$ cat src/rtl/mem_arb_pkg.sv
// Shared encodings for the I-cache/D-cache memory arbiter: requester IDs,
// arbiter states and the default outstanding-read depth.
package mem_arb_pkg;

   localparam logic ID_IC = 1'b0;
   localparam logic ID_DC = 1'b1;

   localparam int MAX_OUT_DEF = 4;

   typedef enum logic [1:0] {
      ST_IDLE   = 2'd0,
      ST_OWN_IC = 2'd1,
      ST_OWN_DC = 2'd2
   } arb_state_t;

   function automatic arb_state_t own_state(input logic id);
      return (id == ID_DC) ? ST_OWN_DC : ST_OWN_IC;
   endfunction

endpackage

$ cat src/rtl/mem_arb_id_fifo.sv
// In-order FIFO of 1-bit requester IDs, one entry per outstanding memory read.
// Push while full and pop while empty are ignored.
module mem_arb_id_fifo #(
   parameter int DEPTH = 4
) (
   input  logic i_clk,
   input  logic i_rst,
   input  logic i_push,
   input  logic i_din,
   input  logic i_pop,
   output logic o_full,
   output logic o_empty,
   output logic o_head
);

   localparam int PW = (DEPTH > 1) ? $clog2(DEPTH) : 1;
   localparam int CW = $clog2(DEPTH + 1);

   logic [DEPTH-1:0] r_mem;
   logic [PW-1:0]    r_wptr;
   logic [PW-1:0]    r_rptr;
   logic [CW-1:0]    r_cnt;
   logic             w_push;
   logic             w_pop;

   // Wrap explicitly so a depth of one keeps both pointers at zero.
   function automatic logic [PW-1:0] ptr_inc(input logic [PW-1:0] p);
      return (p == PW'(DEPTH - 1)) ? '0 : p + 1'b1;
   endfunction

   assign w_push  = i_push && !o_full;
   assign w_pop   = i_pop && !o_empty;
   assign o_full  = (r_cnt == CW'(DEPTH));
   assign o_empty = (r_cnt == '0);
   assign o_head  = r_mem[r_rptr];

   always_ff @(posedge i_clk or posedge i_rst) begin
      if (i_rst) begin
         r_mem  <= '0;
         r_wptr <= '0;
         r_rptr <= '0;
         r_cnt  <= '0;
      end else begin
         if (w_push) begin
            r_mem[r_wptr] <= i_din;
            r_wptr        <= ptr_inc(r_wptr);
         end
         if (w_pop)
            r_rptr <= ptr_inc(r_rptr);
         case ({w_push, w_pop})
            2'b10:   r_cnt <= r_cnt + 1'b1;
            2'b01:   r_cnt <= r_cnt - 1'b1;
            default: ;
         endcase
      end
   end

endmodule

$ cat src/rtl/mem_arbiter.sv
// Shares one word-granular memory port between the I-cache and D-cache.
// Tie-break: MEM_ARB_RR_EN selects round-robin, otherwise the D-cache wins ties.
module mem_arbiter
   import mem_arb_pkg::*;
#(
   parameter int MAX_OUT = MAX_OUT_DEF,
   parameter int AW      = 32,
   parameter int DW      = 32
) (
   input  logic          i_clk,
   input  logic          i_rst,
   input  logic          i_ic_ren,
   input  logic [AW-1:0] i_ic_addr,
   output logic          o_ic_ready,
   output logic [DW-1:0] o_ic_rdata,
   output logic          o_ic_valid,
   input  logic          i_dc_ren,
   input  logic          i_dc_wen,
   input  logic [AW-1:0] i_dc_addr,
   input  logic [DW-1:0] i_dc_wdata,
   output logic          o_dc_ready,
   output logic [DW-1:0] o_dc_rdata,
   output logic          o_dc_valid,
   input  logic          i_mem_ready,
   output logic [AW-1:0] o_mem_addr,
   output logic          o_mem_ren,
   output logic          o_mem_wen,
   output logic [DW-1:0] o_mem_wdata,
   input  logic [DW-1:0] i_mem_rdata,
   input  logic          i_mem_valid
);

   arb_state_t r_state;
`ifdef MEM_ARB_RR_EN
   logic       r_rr_pri;
`endif

   logic w_dc_req;
   logic w_any_req;
   logic w_tie_gnt;
   logic w_idle_gnt;
   logic w_own_vld;
   logic w_own;
   logic w_own_ren;
   logic w_own_wen;
   logic w_rdy;
   logic w_push;
   logic w_pop;
   logic w_fifo_full;
   logic w_fifo_empty;
   logic w_fifo_head;

   assign w_dc_req  = i_dc_ren | i_dc_wen;
   assign w_any_req = i_ic_ren | w_dc_req;

`ifdef MEM_ARB_RR_EN
   assign w_tie_gnt = r_rr_pri;
`else
   assign w_tie_gnt = ID_DC;
`endif

   assign w_idle_gnt = (i_ic_ren && w_dc_req) ? w_tie_gnt :
                       (w_dc_req ? ID_DC : ID_IC);

   // Owner is the IDLE-cycle winner (no bubble) or the registered grant.
   always_comb begin
      w_own_vld = 1'b0;
      w_own     = ID_IC;
      case (r_state)
         ST_IDLE: begin
            w_own_vld = w_any_req;
            w_own     = w_idle_gnt;
         end
         ST_OWN_IC: begin
            w_own_vld = 1'b1;
            w_own     = ID_IC;
         end
         ST_OWN_DC: begin
            w_own_vld = 1'b1;
            w_own     = ID_DC;
         end
         default: ;
      endcase
   end

   assign w_own_ren = w_own_vld && ((w_own == ID_IC) ? i_ic_ren : i_dc_ren);
   assign w_own_wen = w_own_vld && (w_own == ID_DC) && i_dc_wen;
   assign w_rdy     = i_mem_ready && !(w_own_ren && w_fifo_full);

   assign o_mem_ren   = w_own_ren && !w_fifo_full;
   assign o_mem_wen   = w_own_wen;
   assign o_mem_addr  = !w_own_vld ? '0 : ((w_own == ID_DC) ? i_dc_addr : i_ic_addr);
   assign o_mem_wdata = (w_own_vld && (w_own == ID_DC)) ? i_dc_wdata : '0;

   assign o_ic_ready = w_own_vld && (w_own == ID_IC) && w_rdy;
   assign o_dc_ready = w_own_vld && (w_own == ID_DC) && w_rdy;

   assign w_push = o_mem_ren && i_mem_ready;
   assign w_pop  = i_mem_valid && !w_fifo_empty;

   // Responses with nothing outstanding (e.g. pre-reset reads) are dropped.
   assign o_ic_valid = w_pop && (w_fifo_head == ID_IC);
   assign o_dc_valid = w_pop && (w_fifo_head == ID_DC);
   assign o_ic_rdata = i_mem_rdata;
   assign o_dc_rdata = i_mem_rdata;

   mem_arb_id_fifo #(
      .DEPTH (MAX_OUT)
   ) u_id_fifo (
      .i_clk   (i_clk),
      .i_rst   (i_rst),
      .i_push  (w_push),
      .i_din   (w_own),
      .i_pop   (w_pop),
      .o_full  (w_fifo_full),
      .o_empty (w_fifo_empty),
      .o_head  (w_fifo_head)
   );

   // While owning, every FIFO entry belongs to the owner, so an empty FIFO
   // means the owner has no reads left in flight.
   always_ff @(posedge i_clk or posedge i_rst) begin
      if (i_rst) begin
         r_state  <= ST_IDLE;
`ifdef MEM_ARB_RR_EN
         r_rr_pri <= ID_IC;
`endif
      end else begin
         case (r_state)
            ST_IDLE: begin
               if (w_any_req) begin
                  r_state  <= own_state(w_idle_gnt);
`ifdef MEM_ARB_RR_EN
                  r_rr_pri <= ~w_idle_gnt;
`endif
               end
            end
            ST_OWN_IC: if (!i_ic_ren && w_fifo_empty) r_state <= ST_IDLE;
            ST_OWN_DC: if (!w_dc_req && w_fifo_empty) r_state <= ST_IDLE;
            default:   r_state <= ST_IDLE;
         endcase
      end
   end

endmodule

$ cat config.mk
export PLATFORM = sky130hd
export DESIGN_NAME = mem_arbiter
export DESIGN_NICKNAME = d
export VERILOG_FILES = /design/src/rtl/mem_arb_pkg.sv /design/src/rtl/mem_arb_id_fifo.sv /design/src/rtl/mem_arbiter.sv
export SDC_FILE = /design/constraint.sdc
export NUM_CORES = 1
export LEC_CHECK = 0
export BUFFER_PORTS_ARGS = -buffer_cell sky130_fd_sc_hd__buf_4
export CAP_MARGIN = 40
export CORE_AREA = 2 2 104 106
export CTS_CLUSTER_DIAMETER = 50
export DETAILED_ROUTE_END_ITERATION = 8
export DIE_AREA = 0 0 106 108
export PLACE_DENSITY_LB_ADDON = 0.05
export SLEW_MARGIN = 20
export SYNTH_ARGS = -nofsm -noshare
export SYNTH_HDL_FRONTEND = slang
export SYNTH_SLANG_ARGS = --single-unit
$ cat constraint.sdc
create_clock -name i_clk -period 3.7 [get_ports i_clk]
set_clock_uncertainty 0.15 [all_clocks]
set_input_delay 0.185 -clock i_clk [delete_from_list [all_inputs] [get_ports i_clk]]
set_output_delay 0.185 -clock i_clk [all_outputs]
set_load 0.1 [all_outputs]
# [Word level (Yosys, flattened, before mapping)]
# Cells that the tools add are included.
[word_totals] regBits=13 out_inout_bits=134
[op_classes] add_sub_neg=4 magnitude_cmp=3 n_eq_ne=10 mux=21 bitwise_logic=4 reduce_logical=29
[ops] op="32-bit two-way mux" n=3
[ops] op="1-bit logical AND" n=19
[ops] op="2-bit two-way mux" n=6
[ops] op="2-bit == test, second input constant" n=4
[ops] op="2-bit by 3-bit < comparator with 1-bit output, second input constant" n=2
[ops] op="2-bit inequality test, second input constant" n=3
[ops] op="2-bit case mux with 3 select lines" n=1
[ops] op="3-bit case mux with 2 select lines" n=1
[ops] op="1-bit zero test" n=5
[ops] op="1-bit two-way mux" n=5
[ops] op="2-bit by 1-bit adder with 2-bit output, second input constant" n=2
[ops] op="4-bit bitwise mux" n=1
[ops] op="2-bit by 1-bit == test with 1-bit output, second input constant" n=2
[ops] op="1-bit case mux with 2 select lines" n=2
[ops] op="3-bit by 1-bit adder with 3-bit output, second input constant" n=1
[ops] op="3-bit == test, second input constant" n=1
[ops] op="3-bit zero test" n=1
[ops] op="3-bit AND reduction" n=1
[ops] op="3-bit by 1-bit subtractor with 3-bit output, second input constant" n=1
[ops] op="1-bit binary-select mux with 2-bit select" n=1
[ops] op="1-bit demux with 2-bit select" n=1
[ops] op="2-bit by 1-bit greater-or-equal comparator with 1-bit output, second input constant" n=1
[ops] op="2-bit zero test" n=1
[ops] op="1-bit NOT" n=2
[ops] op="3 further kinds" n=4

# [Logic depth before layout (Yosys ltp)]
[depth] ltp_word=11 ltp_mapped=12 depth_no_buf=12

# [Cells and area by module]
# A second synthesis with hierarchy kept.
[hier_totals] hier_cells=314 hier_area_um2=2348.5
[by_module_without_submodules] module="mem_arbiter" instances=1 cells_per_inst=256 area_each_um2=1704.1 seq_area_each_um2=50.0
[by_module_without_submodules] module="mem_arb_id_fifo" instances=1 cells_per_inst=58 area_each_um2=644.4 seq_area_each_um2=275.3

# [Worst setup path before layout]
# Ideal clock, no wire load.
[synth_timing] path_kind="reg2out" start="reg r_state[0]" end="out o_ic_ready" t_arrival_ps=5858 required_time_ps=3365 slack_ps=-2493 path_stages_with_launch=8 path_buffers=2 path_cell_list="dfrtp_1 inv_1 ha_1 o21ai_1 nand2b_1 buf_2 clkbuf_1 a2111oi_0"
[synth_via] elab_chain_len=8
[synth_lines] element="start, declared" line="mem_arbiter.sv:33" rtl="arb_state_t r_state;"
[synth_lines] element="start signal, assigned" line="mem_arbiter.sv:132" rtl="r_state <= own_state(w_idle_gnt);"
[synth_lines] element="2-bit == test, or another cell as far along" line="mem_arbiter.sv:69" rtl="case (r_state)"
[synth_lines] element="2-bit OR reduction (no line) / 1-bit case mux with 2 select lines (equally long branches)"
[synth_lines] element="1-bit case mux with 2 select lines / 1-bit two-way mux (equally long branches)" line="mem_arbiter.sv:69, mem_arbiter.sv:86"
[synth_lines] element="1-bit logical AND" line="mem_arbiter.sv:86" rtl="assign w_own_ren = w_own_vld && ((w_own == ID_IC) ? i_ic_ren : i_dc_ren);"
[synth_lines] element="1-bit logical AND" line="mem_arbiter.sv:88" rtl="assign w_rdy = i_mem_ready && !(w_own_ren && w_fifo_full);"
[synth_lines] element="1-bit zero test" line="mem_arbiter.sv:88"
[synth_lines] element="1-bit logical AND" line="mem_arbiter.sv:88"
[synth_lines] element="1-bit logical AND (*)" line="mem_arbiter.sv:95" rtl="assign o_ic_ready = w_own_vld && (w_own == ID_IC) && w_rdy;"
[synth_lines] element="end, declared" line="mem_arbiter.sv:14" rtl="output logic o_ic_ready,"
# Every way passes the cells marked *; elsewhere a longest branch is shown, timed or not.

# [Worst setup path in the final report]
[layout_timing] start="reg r_state[0]" end="out o_mem_addr[0]"
[layout_via] elab_chain_len=4
[layout_lines] element="2-bit == test, or another cell as far along" line="mem_arbiter.sv:69"
[layout_lines] element="1-bit case mux with 2 select lines / 2-bit OR reduction (equally long branches)"
[layout_lines] element="32-bit two-way mux / 1-bit case mux with 2 select lines (equally long branches)" line="mem_arbiter.sv:92, mem_arbiter.sv:69"
[layout_lines] element="32-bit two-way mux (*)" line="mem_arbiter.sv:92" rtl="assign o_mem_addr = !w_own_vld ? '0 : ((w_own == ID_DC) ? i_dc_addr : i_ic_addr);"
[layout_lines] element="end, declared" line="mem_arbiter.sv:25" rtl="output logic [AW-1:0] o_mem_addr,"
# Marks and branches as above.

==> impl_metrics.tcl <==
set metrics [dict create \
    instances_no_fill 534 \
    gp_congestion 0.790 \
    synth_area_sq_mm 0.00207 \
    end_kind "output pin" \
    clock-sinks 13 \
    cts_buffers 3 \
    yosysUniqueCellTypes 34 \
    synth_edf_count 0 \
    grt_pass1_wl_um 12200 \
    finalMaxSlewViolations 0 \
    grt_setup_unrepaired "no" \
    grt_max_degree 39 \
    setup_viol 0 \
    critPathKind "register to output pin" \
    dieArea_sq_mm 0.0114 \
    die_h_um 108 \
    yosysSeqAreaShare_pct 15.7 \
    route.vias.total 2256 \
    die_x_um 106 \
    num_rows 37 \
    synth-main-ff-cell "dfrtp_1" \
    yosys_warnings 0 \
    synth_top_area_cell "buf_4" \
    drt_pass1_iterations 4 \
    syn_avg_cell_area_sq_um 6.93 \
    start_kind "register" \
    coreArea_sq_mm 0.0102 \
    required_ns 3.37 \
    cts_resized 0 \
    max_freq_mhz 336 \
    synth_xor_area_share_pct 1.27 \
    grt_pass1_vias 2188 \
    yosysMostFrequentCell "nand2_1" \
    drcViolationCount 0 \
    numPortBuffers 172 \
    ioPinCount 269 \
    cp_max_fo 35 \
    finalNetCount 545 \
    hpwl_um 6950 \
    place_inst 529 \
    cts_setup_buffers 0 \
    cts_tree "done" \
    grt_antenna_before_repair 0 \
    synth_mux_area_share_pct 4.89 \
    drt.antenna.violating_nets 0 \
    clk_latency_ns 0.24 \
    synthAdderAreaFrac_pct 7.01 \
    cts_hold_buffers 1 \
    cts_buffer_depth 2 \
    via_per_inst 4.22 \
    avgRoutedWirePerCell_um 16.1 \
    setup-tns-final_ns 0 \
    status "finished, final reports clean" \
    holdWs_ns 0.152 \
    yosys.area_share.simple_pct 27.1 \
    cts_root_buffer "clkbuf_8" \
    relSlewSlack_pct 52.0 \
    routed_wl_um 8620 \
    gr-total-overflow 0 \
    synth_compound_area_share_pct 14.3 \
    final-hold-violation-count 0 \
    netlist_instances 299 \
    drv_cap 0 \
    syn_nets 445 \
    worst_pin_slew_ns 0.719 \
    n_antenna_cell 0 \
    ys_seq_elements 13 \
    crit_arrival_ns 2.64 \
    drt_iter0_markers 100 \
    area_delta_synth_final_pct 49.0 \
    period_share_pct 80.4 \
    start_util_pct 20.2 \
    worstHoldPathType "primary input to register" \
    drive_gt1_share_pct 47.7 \
    period_needed_ns 2.98 \
    clk_pin_slew_ns 0.06 \
    synth_top_area_share_pct 23.2 \
    ys_top_cells_by_area "buf_4 (23%), dfrtp_1 (16%), nand2_1 (13%)" \
    async_reset_ff_share_pct 100 \
    htreeDepth 1 \
    grtUsageTotal_pct 13.5 \
    synth_top_family_by_area "buffers and inverters" \
    post_synth_most_frequent_cells "nand2_1 (69), buf_4 (64), and3_1 (36)" \
]
## final cells by class
type,count,area (sq um)
fillers,1151,7150
clock buffers,3,41.3
multi-input cells,189,1150
inverters,14,52.6
clock inverters,1,5.00
flip-flops and latches,13,325
well taps,136,170
repair buffers,178,1340
## critical path, stage by stage (launching register included)
cell and delay (ns):
dfrtp_1 0.41, inv_1 0.10, ha_1 0.26, o21ai_1 0.15
nand2b_2 0.54, buf_4 0.33, nand2_1 0.07, a21oi_1 0.19
buf_4 0.33
## path summary, 6_finish.rpt
| path | slack, ns | end | cells after the start | from |
|---|---|---|---|---|
| max in group asynchronous | 2.64 | u_id_fifo.r_wptr[0] | 3 | i_rst |
| hold reg to reg | 0.33 | u_id_fifo.r_cnt[2] | 1 | u_id_fifo.r_cnt[2] |
| setup reg to reg | 0.92 | u_id_fifo.r_cnt[1] | 10 | r_state[0] |
| setup / recovery | 0.72 | o_mem_addr[0] | 8 | r_state[0] |
| min in group asynchronous | 0.40 | u_id_fifo.r_cnt[0] | 3 | i_rst |
| hold / removal | 0.15 | r_state[0] | 3 | i_ic_ren |
## logic make-up after synthesis
kind of cell,Yosys count
AND/OR/NAND/NOR,119
buffers and inverters,97
AO/OA/AOI/OAI,48
flip-flops,13
adder cells (fa/ha/maj),11
multiplexers,8
XOR/XNOR,3
## state kept, by name (all words and copies together) (netlist names)
| name | count |
|---|---|
| u_id_fifo.r_wptr | 2 |
| r_state | 2 |
| u_id_fifo.r_mem | 4 |
| u_id_fifo.r_rptr | 2 |
| u_id_fifo.r_cnt | 3 |
## metrics by stage
step                utilization, %  instance area [sq um]  setup WS (ns)
floorplan                        -                   2080          0.281
global placement              29.6                   3030          0.998
detailed placement            29.6                   3030          0.947
CTS                           30.2                   3090          0.677
global route                  30.2                   3090          0.477
finish                        30.2                   3090          0.724
## metal layers
layer  wire length (um)  global-route usage, %  vias to the layer above
met5                  0                      0                        -
met4                 41                   2.07                        0
met2               4300                   22.9                      151
met3                925                   5.06                        6
met1               3360                   16.6                      976
li1                   -                      -                     1123
## placed cells by master (no fill, tap or decap), drive strengths merged, types with 2 or more instances in the layout
| cell type | synthesis | final |
|---|---|---|
| a2111oi | 2 | 2 |
| inv | 14 | 14 |
| mux2 | 7 | 7 |
| a21o | 2 | 2 |
| dfrtp | 13 | 13 |
| xor2 | 2 | 2 |
| nor2 | 4 | 4 |
| clkbuf | 11 | 3 |
| nand2 | 69 | 69 |
| nand4 | 4 | 4 |
| buf | 72 | 177 |
| ha | 10 | 10 |
| and3 | 36 | 36 |
| a31oi | 2 | 2 |
| a21oi | 32 | 32 |
| o21ai | 4 | 4 |
Power is left out: the tool's default activity adds up to more than one toggle a clock period on the data nets, which glitch-free logic cannot reach.
